<file path="src/rtl/bus_dma_master.sv">
// Word-copy DMA initiator: after a start pulse it requests the shared
// addr/datain/dataout/we bus and moves len words from src to dst, one read
// cycle followed by one write cycle per word. Its bus outputs are zero
// whenever it does not own the bus, so the arbiter can OR-merge initiators.
`timescale 1ns/1ps
module bus_dma_master #(
  parameter int LEN_W = 16
) (
  input  logic             clk,
  input  logic             reset,
  input  logic             start,
  input  logic [31:0]      src,
  input  logic [31:0]      dst,
  input  logic [LEN_W-1:0] len,
  output logic             busy,
  output logic             done,
  output logic             bus_req,
  input  logic             bus_gnt,
  output logic [31:0]      addr,
  output logic [31:0]      dataout,
  output logic             we,
  input  logic [31:0]      datain
);

  typedef enum logic [2:0] {
    IDLE  = 3'd0,
    REQ   = 3'd1,
    READ  = 3'd2,
    WRITE = 3'd3,
    DONE  = 3'd4
  } state_t;

  localparam logic [LEN_W-1:0] LEN_ZERO = '0;
  localparam logic [LEN_W-1:0] LEN_ONE  = LEN_W'(1);

  state_t           state_q, state_d;
  logic [31:0]      src_ptr_q, dst_ptr_q, buf_q;
  logic [LEN_W-1:0] remaining_q;
  logic             busy_q, done_q, bus_req_q;
  logic             own;

  // Next-state decode; every bus-dependent move waits on bus_gnt.
  always_comb begin
    state_d = state_q;
    case (state_q)
      IDLE:    if (start) state_d = (len != LEN_ZERO) ? REQ : DONE;
      REQ:     if (bus_gnt) state_d = READ;
      READ:    if (bus_gnt) state_d = WRITE;
      WRITE:   if (bus_gnt) state_d = (remaining_q == LEN_ONE) ? DONE : READ;
      DONE:    state_d = IDLE;
      default: state_d = IDLE;
    endcase
  end

  // State, registered status flags and transfer datapath registers.
  always_ff @(posedge clk) begin
    if (reset) begin
      state_q     <= IDLE;
      busy_q      <= 1'b0;
      done_q      <= 1'b0;
      bus_req_q   <= 1'b0;
      src_ptr_q   <= '0;
      dst_ptr_q   <= '0;
      remaining_q <= '0;
      buf_q       <= '0;
    end else begin
      state_q   <= state_d;
      busy_q    <= (state_d != IDLE);
      done_q    <= (state_d == DONE);
      bus_req_q <= (state_d == REQ) || (state_d == READ) || (state_d == WRITE);
      case (state_q)
        IDLE: begin
          // Zero-length requests skip the bus entirely and leave the
          // previously latched pointers untouched.
          if (start && (len != LEN_ZERO)) begin
            src_ptr_q   <= {src[31:2], 2'b00};
            dst_ptr_q   <= {dst[31:2], 2'b00};
            remaining_q <= len;
          end
        end
        READ: begin
          if (bus_gnt) buf_q <= datain;
        end
        WRITE: begin
          // Pointers wrap modulo 2^32 by plain overflow.
          if (bus_gnt) begin
            src_ptr_q   <= src_ptr_q + 32'd4;
            dst_ptr_q   <= dst_ptr_q + 32'd4;
            remaining_q <= remaining_q - LEN_ONE;
          end
        end
        default: ;
      endcase
    end
  end

  // Bus drive only while granted; reset suppresses any write in its own cycle.
  always_comb begin
    own     = bus_gnt && !reset;
    addr    = 32'd0;
    dataout = 32'd0;
    we      = 1'b0;
    if (own && (state_q == READ)) begin
      addr = src_ptr_q;
    end else if (own && (state_q == WRITE)) begin
      addr    = dst_ptr_q;
      dataout = buf_q;
      we      = 1'b1;
    end
  end

  assign busy    = busy_q;
  assign done    = done_q;
  assign bus_req = bus_req_q;

endmodule

</file>
<file path="config.mk">
export PLATFORM = sky130hd
export DESIGN_NAME = bus_dma_master
export DESIGN_NICKNAME = d
export VERILOG_FILES = /design/src/rtl/bus_dma_master.sv
export SDC_FILE = /design/constraint.sdc
export NUM_CORES = 1
export LEC_CHECK = 0
export CAP_MARGIN = 20
export CORE_MARGIN = 2
export CORE_UTILIZATION = 30
export DETAILED_ROUTE_END_ITERATION = 7
export PLACE_DENSITY = 0.63
export REMOVE_ABC_BUFFERS = 1
export SETUP_SLACK_MARGIN = 0.1
export SLEW_MARGIN = 10
export SYNTH_ARGS = -nofsm -noshare
export SYNTH_HDL_FRONTEND = slang
export SYNTH_SLANG_ARGS = --single-unit
export TNS_END_PERCENT = 10
</file>
<file path="constraint.sdc">
create_clock -name clk -period 4 [get_ports clk]
set_input_delay 0.6 -clock clk [delete_from_list [all_inputs] [get_ports clk]]
set_output_delay 0.6 -clock clk [all_outputs]
set_load 0.02 [all_outputs]
</file>
==> reports/results.txt, run 1 <==
The flow ran to the end, and the final reports show no timing, DRC or antenna violations. The fraction of layout instances using a drive strength above 1 came out at 7.09%. The placed cell count was 1,325; the final estimated routing congestion in global placement was 0.872. In this run the tightest slew margin relative to its limit is 41.6%. The fraction of the cycle the final worst path needs is 83.7%, and the clock tree skew after final layout is 0.0108 ns. The required time of the critical path is 3.40 ns, and the cell count after synthesis is 921. In this design, the stage delay of the slowest critical-path cell is 0.63 ns. The remaining routing DRC violations is 0. The number of different library cells used by synthesis comes to 69.

The clock latency on the worst-skew pair was 0.42 ns. The critical path in this run is classified as input pin to output pin. The CTS H-tree depth came out at 4.

The final layout contains 1,179 nets. The worst path needs 3.35 ns of the cycle, external delays included. The antenna diode count came out at 0. After detailed routing, the average wire length per cell comes to 17.4 um.

Clock tree synthesis found a total of 114 sinks. The worst hold margin was 0.445 ns; the count of flip-flops with a built-in enable after synthesis was 0. Summed over all cells, the static leakage comes to 0.00330 uW. The vertical die dimension is 155 um. The logs give 0 for the number of buffers added for setup after CTS and 299 MHz for the highest achievable clock rate. The tools report the DRC violation total after the first TritonRoute iteration as 627. In the synthesized netlist the async set-or-reset flop fraction comes to 0%.

The count of cells resized by post-cts repair is 0, and the horizontal die dimension is 155 um. For the setup slack after placement, the log shows 0.654 ns. For this run, the number of Yosys warnings is 0. In this run the worst path has a maximum fanout of 30. The post-route worst setup slack is 0.654 ns. The clock passes through at most 2 buffers.

Setup repair after global routing left no endpoint under its margin. The post-detailed-route count of antenna-violating nets came out at 0. STA classifies the critical path endpoint as an output pin.

The number of maximum-capacitance constraint violations was 0. The logs give 0 for the total of endpoints with negative setup slack in the final report and 17 for the number of clock buffers inserted by TritonCTS. The run gives 6820 sq um as the cell area after technology mapping. Filler cell count: 2,282. The first detailed-routing pass ran for 5 iterations. The tools report the startpoint type of the worst setup path as an input pin. The total track usage came out at 19.8%. The root buffer cell chosen for the clock tree is sky130_fd_sc_hd__clkbuf_16. The run gives 1,357 as the final non-filler cell total. The transition time at the pin with the least slew margin is 0.876 ns, and the area added between synthesis and finish is 38.5%. After synthesis, the cell types taking the most area are sky130_fd_sc_hd__dfxtp_1 (33%), sky130_fd_sc_hd__nand2_1 (8.7%), sky130_fd_sc_hd__a21oi_1 (7.4%). By instance count, the cell type seen most on the critical path is sky130_fd_sc_hd__clkdlybuf4s50_1. The run gives 0 as the post-cts hold buffer count. The power density over cell area was 362 nW/um^2; the standard-cell row count was 55. The area fraction of the dominant cell type after synthesis works out to 33.5%. sky130_fd_sc_hd__dfxtp_1 takes more of the synthesized area than any other cell. Using the TritonRoute via totals, the vias-per-cell ratio works out to 5.48. The number of pins exceeding their max-slew limit in the final report was 0. The critical path goes through clkdlybuf4s50_1 -> nand4b_1 -> nor2_4 -> buf_4 -> a22o_1 -> clkdlybuf4s50_1. The share of the Yosys chip area taken by registers is 33.5%. TritonCTS built the clock tree. Once the floorplan was initialized, standard cells occupied 30.3% of the core. Placed wire-length estimate after detailed placement: 16,400 um. The initial antenna violation count was 0. The main flop type after synthesis is sky130_fd_sc_hd__dfxtp_1. In this run the tool buffered the top-level ports with 177 buffer cells. The core region is 22,500 sq um. The aggregate global routing overflow was 0; the arrival time at the worst endpoint was 2.75 ns.

The number of global-route vias before repair was 7,069. The floorplan step defined a die boundary enclosing 24,000 sq um. Detailed routing inserted a total of 7,440 vias.

The worst-case IR drop observed on VDD is 0.179 mV. The final layout contains routed wiring with a total length of 23,600 um. The class of the tightest hold or removal check is flip-flop to flip-flop. After synthesis the netlist holds a flip-flop and latch count of 114. Among all stages on the critical path, the largest delay is contributed by sky130_fd_sc_hd__clkdlybuf4s50_1. The average footprint of a synthesized cell is 7.41 sq um. The top-level I/O count is 184, and the register clock-pin slew on the reported worst setup and hold paths is 0.06 ns. The run gives 0 as the number of hold violations in the final report. Once layout is complete, the utilization of the core stands at 42.0%. The largest net degree at the start of global routing is 65, and the first-pass GRT wire length is 38,000 um.
## state kept, by name (all words and copies together) (netlist names)
register / flops
state_q: 3
busy: 1
done: 1
remaining_q: 16
dst_ptr_q: 30
src_ptr_q: 30
buf_q: 32
bus_req: 1
## cell usage in the layout, fill, tap and decap left out, types with 6 or more instances in the layout
| cell | n |
|---|---|
| sky130_fd_sc_hd__a211oi_1 | 10 |
| sky130_fd_sc_hd__a21o_1 | 6 |
| sky130_fd_sc_hd__a21oi_1 | 101 |
| sky130_fd_sc_hd__a22o_1 | 37 |
| sky130_fd_sc_hd__a31o_2 | 9 |
| sky130_fd_sc_hd__a31oi_1 | 17 |
| sky130_fd_sc_hd__and2_1 | 37 |
| sky130_fd_sc_hd__and3_1 | 13 |
| sky130_fd_sc_hd__and4_1 | 6 |
| sky130_fd_sc_hd__buf_4 | 12 |
| sky130_fd_sc_hd__clkbuf_16 | 17 |
| sky130_fd_sc_hd__clkdlybuf4s50_1 | 176 |
| sky130_fd_sc_hd__dfxtp_1 | 114 |
| sky130_fd_sc_hd__inv_1 | 14 |
| sky130_fd_sc_hd__nand2_1 | 158 |
| sky130_fd_sc_hd__nand3_1 | 31 |
| sky130_fd_sc_hd__nand4_1 | 16 |
| sky130_fd_sc_hd__nor2_1 | 53 |
| sky130_fd_sc_hd__nor3_1 | 27 |
| sky130_fd_sc_hd__nor4_1 | 14 |
| sky130_fd_sc_hd__o21ai_0 | 53 |
| sky130_fd_sc_hd__o21ai_1 | 9 |
| sky130_fd_sc_hd__o32ai_1 | 12 |
| sky130_fd_sc_hd__or3_1 | 6 |
## critical path: cells and delay by family
kind	cells	cell delay, ns
AND/OR/NAND/NOR	2	0.33
buffers and inverters	3	1.53
AO/OA/AOI/OAI	1	0.26
## routing by layer
metal	GRT usage (%)	part of all wire (%)
met2	31.0	45
met3	3.73	5.2
met5	0	0
met4	8.77	3.4
met1	26.4	46
## stage by stage
step	TNS (ns)	power, uW	cell area, sq um
6_report	0	3410	9440
5_1_grt	0	3570	9440
4_1_cts	0	3440	9440
3_5_place_dp	0	1850	8840
3_3_place_gp	0	1840	8840
2_1_floorplan	-1.07	1580	6510
## cell type report
type | count | area, sq um | share of cell area, %
Clock buffer | 21 | 440 | 4.66
Clock inverter | 11 | 161 | 1.71
Inverter | 14 | 52.6 | 0.557
Multi-Input combinational cell | 719 | 4200 | 44.5
Sequential cell | 114 | 2280 | 24.2
Tap cell | 285 | 357 | 3.78
Timing Repair Buffer | 193 | 1950 | 20.7
## report_power, final
part	internal (uW)	switching (uW)
Clock	1040	543
Combinational	247	266
Sequential	1220	106
Total	2500	915
## path summary, 6_finish.rpt
| path | cells after the start | slack (ns) | end | from |
|---|---|---|---|---|
| setup / recovery | 6 | 0.65 | addr[24] | bus_gnt |
| hold / removal | 2 | 0.45 | buf_q[17] | buf_q[17] |
| setup reg to reg | 5 | 1.51 | src_ptr_q[31] | state_q[0] |
| hold reg to reg | 2 | 0.45 | buf_q[17] | buf_q[17] |
## Yosys cell counts, types with 3 or more instances
cell and instances:
sky130_fd_sc_hd__nand2_1 158, sky130_fd_sc_hd__dfxtp_1 114, sky130_fd_sc_hd__a21oi_1 101, sky130_fd_sc_hd__nor2_1 55, sky130_fd_sc_hd__o21ai_0 53, sky130_fd_sc_hd__clkbuf_1 50, sky130_fd_sc_hd__a22o_1 37, sky130_fd_sc_hd__and2_1 37
sky130_fd_sc_hd__nand3_1 31, sky130_fd_sc_hd__nor3_1 27, sky130_fd_sc_hd__a31oi_1 17, sky130_fd_sc_hd__buf_2 17, sky130_fd_sc_hd__nand4_1 16, sky130_fd_sc_hd__inv_1 14, sky130_fd_sc_hd__nor4_1 14, sky130_fd_sc_hd__and3_1 13
sky130_fd_sc_hd__o32ai_1 12, sky130_fd_sc_hd__a211oi_1 10, sky130_fd_sc_hd__a31o_2 9, sky130_fd_sc_hd__o21ai_1 9, sky130_fd_sc_hd__a21o_1 6, sky130_fd_sc_hd__and4_1 6, sky130_fd_sc_hd__or3_1 6, sky130_fd_sc_hd__a22oi_1 5
sky130_fd_sc_hd__a2bb2oi_1 5, sky130_fd_sc_hd__a32o_1 5, sky130_fd_sc_hd__o31ai_1 5, sky130_fd_sc_hd__o41ai_1 5, sky130_fd_sc_hd__a311oi_1 4, sky130_fd_sc_hd__buf_1 4, sky130_fd_sc_hd__buf_4 4, sky130_fd_sc_hd__ha_1 4
sky130_fd_sc_hd__nand3_2 4, sky130_fd_sc_hd__nor3b_1 4, sky130_fd_sc_hd__o21a_1 4, sky130_fd_sc_hd__o22ai_1 4, sky130_fd_sc_hd__or4_1 4, sky130_fd_sc_hd__nand4b_1 3, sky130_fd_sc_hd__nor4_4 3, sky130_fd_sc_hd__o211ai_1 3
sky130_fd_sc_hd__o31a_1 3
## cell families (layout without fill, tap and decap cells)
group	after synthesis	in the layout	share of synthesized area [%]
AND/OR/NAND/NOR	399	399	30.0
buffers and inverters	89	239	5.43
adder cells (fa/ha/maj)	4	4	0.734
flip-flops	114	114	33.5
XOR/XNOR	1	1	0.128
other	1	2	0.0550
AO/OA/AOI/OAI	313	313	30.2
Power figures use the tool's default switching activity.
==> run 2, diff against run 1 <==
- clock period: 4 -> 3.3 ns (I/O delays scaled with it)
==> run 2 against run 1 <==
- total power increased by 18%
- utilization about the same
- die area unchanged
- worst setup slack got worse by 0.38 ns
- largest power group unchanged
- highest routed layer unchanged
==> reports/results.txt, run 2 (synthesis results as in run 1) <==
The signal on the critical path passes through clkdlybuf4s50_1 -> nand4b_1 -> nor2_4 -> buf_12 -> a22o_1 -> clkdlybuf4s50_1. The number of optimization iterations in the first detailed-route pass is 6. For the peak ir drop on the vdd network, the log shows 0.255 mV. The most common cell after layout, fill and taps aside was sky130_fd_sc_hd__clkdlybuf4s50_1. For the die footprint, the log shows 24,000 sq um. The initial utilization of the core area, before any placement, comes to 30.3%. The flow ran to the end, and the final reports show no timing, DRC or antenna violations.

Before CTS, the worst setup slack after placement is 0.234 ns. The sum of routed wire length over all layers was 23,600 um. In this design, the critical path's most frequently occurring cell is sky130_fd_sc_hd__clkdlybuf4s50_1. The cell sitting at the root of the clock tree is a sky130_fd_sc_hd__clkbuf_16. The final critical path time including I/O delays and setup is 3.02 ns. The flip-flop count of the largest register, all copies and words added works out to 32. Part of the power in combinational logic: 15.6%. The logs give 0 for the aggregate global routing overflow and 0.42 ns for the clock latency on the worst-skew pair. The tools report the met2 capacity usage during global routing as 31.1%.

After global routing, the most crowded layer is met2. In this run the core area contains 55 standard-cell rows. The worst setup path is launched from an input pin.

Setup repair after global routing left no endpoint under its margin. The number of hold buffers added after CTS was 0. The logs give 2.53 ns for the arrival time at the worst endpoint and 9450 sq um for the area of all placed cells without fillers.

The initial antenna violation count came out at 0. TritonCTS created 17 clock buffers. The register with the most flip-flops in the final layout is buf_q. The horizontal die dimension is 155 um. The library cell contributing the largest single delay on the critical path was sky130_fd_sc_hd__clkdlybuf4s50_1.

The number of cells on the worst reg-to-reg path is 6. The clock drives 114 sinks. The worst hold path was traced through 2 stages.

The met3 track demand over resource was 3.19%. Tracing the worst setup path back leads to its startpoint at bus_gnt. Setup violations remaining at the end of the flow were counted as 0.

The met1 track demand over resource in global routing came out at 26.2%. Of the total power, the clock network draws 44.6%. The net switching power figure came out at 1080 uW. The startpoint identified for the worst hold timing path is buf_q[28]. The tools report the final standard cell utilization of the core as 42.0%.

The post-route netlist has 7.45% of its cells at a drive strength greater than 1. In this run switching power makes up 26.8% of total power. At the pin with the least slew margin, the transition time is 0.832 ns.

The start of the worst register-to-register path was src_ptr_q[3]. Of all nets on the critical path, the largest fanout is 30. The power density over cell area was 426 nW/um^2.

The net count reported at finish came out at 1,184. The worst hold path terminates at buf_q[28]. TritonCTS built the clock tree. In this run the count of I/O pins placed on the die edge is 184. The endpoint identified for the worst register-to-register timing path is src_ptr_q[28]. The maximum clock insertion buffer count is 2, and the cell-internal power is 2950 uW. After clock tree synthesis, the clock-pin slew on the worst setup and hold paths is 0.05 ns.

The per-cell via count in the routed design is 5.53. The largest registers in the layout are buf_q x32, dst_ptr_q x30, src_ptr_q x30. For this run, the total global-route usage over all layers was measured as 19.7%.

Together, buffers and inverters on the worst path number 3. The antenna diode count came out at 0. The count of nets left with antenna violations once routing finished came out at 0.

The die is 155 um tall. The critical path in this run is classified as input pin to output pin. The number of buffers added for setup after CTS came out at 0. Broken down by cell family, the worst path's largest delay share belongs to buffers and inverters. The filler cells instantiated in the layout total 2,292.

Per report_power, the sequential group accounts for 39.8% of the total. The count of port buffers added during placement works out to 177. The number of placed instances, taps included, is 1,330.

After detailed routing, the average wire length per cell comes to 17.4 um. The final non-filler cell total is 1,359. The run gives 0 as the number of pins exceeding their max-slew limit in the final report. The run gives 0.00330 uW as the leakage power. For this block, the initial DRC count from the detailed router was 828. STA classifies the critical path endpoint as an output pin. The critical path's largest stage delay was 0.62 ns. The first-pass GRT wire length came out at 37,600 um. The logs give 44.1% for the worst slew margin relative to its limit and 16,400 um for the placed wire-length estimate after detailed placement. The required time of the critical path is 2.80 ns. Based on the critical path, the design can be clocked at up to 331 MHz. The instance area at placement was 8880 sq um. The logs give 4 for the CTS H-tree depth and 0 for the remaining routing DRC violations. Number of global-route vias before repair: 6,949.

The region available for standard cell placement spans 22,500 sq um. The min-delay analysis places its worst path in the category flip-flop to flip-flop. The area added between synthesis and finish is 38.6%, and the final estimated routing congestion in global placement is 0.879.

The logs give 7,517 for the number of vias after detailed routing and 0 for the count of cells resized by post-cts repair. Entering global routing, the biggest net connects 144 pins. The tools report the number of hold violations in the final report as 0. The fraction of the cycle the final worst path needs was 91.6%; the number of maximum-capacitance constraint violations was 0.

In the post-route analysis, the smallest setup slack over all paths is 0.276 ns. In the layout the commonest cells are sky130_fd_sc_hd__clkdlybuf4s50_1 (176), sky130_fd_sc_hd__nand2_1 (158), sky130_fd_sc_hd__dfxtp_1 (114). The clock tree skew after final layout was 0.00808 ns. The setup slack of the worst register-to-register path came out at 0.98 ns.
run 2: changes by cell type in the layout (fill, tap and decap cells not counted):
| cell | before | now |
|---|---|---|
| sky130_fd_sc_hd__clkinv_4 | 1 | 0 |
| sky130_fd_sc_hd__clkinvlp_4 | 1 | 0 |
| sky130_fd_sc_hd__clkinv_2 | 5 | 4 |
| sky130_fd_sc_hd__clkbuf_8 | 0 | 4 |
| sky130_fd_sc_hd__bufinv_16 | 4 | 2 |
| sky130_fd_sc_hd__buf_4 | 12 | 16 |
| sky130_fd_sc_hd__buf_6 | 0 | 1 |
| sky130_fd_sc_hd__clkbuf_1 | 4 | 2 |
run 2: worst max path at each step:
| stage | slack [ns] | depth (start not counted) | end |
|---|---|---|---|
| after floorplan | -0.85 | 4 | src_ptr_q[5] |
| after global placement | 0.27 | 6 | dataout[10] |
| after detailed placement | 0.23 | 6 | dataout[10] |
| after CTS | 0.22 | 6 | dataout[10] |
| after global routing | 0.15 | 6 | addr[18] |
| final | 0.28 | 6 | addr[25] |
run 2: worst register-to-register path: cells and delay by family, from the launching register on:
kind                     cells  cell delay, ns
adder cells (fa/ha/maj)      1            0.29
AND/OR/NAND/NOR              3            1.19
AO/OA/AOI/OAI                2            0.24
flip-flops                   1            0.47
run 2: layer usage:
layer / share of wire, % / up-vias / wire, um
met4: 3.2 / 0 / 765
met3: 5.4 / 44 / 1270
met2: 46 / 270 / 10900
li1: - / 3687 / -
met1: 45 / 3516 / 10700
met5: 0 / - / 0
run 2: stage by stage:
stage | total power [uW] | setup TNS [ns] | hold WS [ns]
final | 4030 | 0 | 0.447
after global routing | 4200 | 0 | 0.470
after CTS | 4060 | 0 | 0.449
after detailed placement | 2250 | 0 | 0.442
after global placement | 2240 | 0 | 0.437
after floorplan | 1920 | -60.22 | 0.426
run 2: power by group through the flow:
| stage | registers [uW] | clock network (uW) | logic [uW] |
|---|---|---|---|
| floorplan | 1590 | 0 | 332 |
| global placement | 1620 | 0 | 618 |
| detailed placement | 1630 | 0 | 624 |
| CTS | 1600 | 1840 | 628 |
| global route | 1620 | 1890 | 694 |
| finish | 1600 | 1800 | 629 |
run 2: area by class of cell:
class | count | area, sq um | area share (%)
clock buffer | 23 | 488 | 5.16
clock inverter | 6 | 80.1 | 0.847
inverter | 14 | 52.6 | 0.556
multi-input combinational | 719 | 4200 | 44.4
sequential | 114 | 2280 | 24.1
tap | 285 | 357 | 3.77
timing repair buffer | 198 | 1990 | 21.1
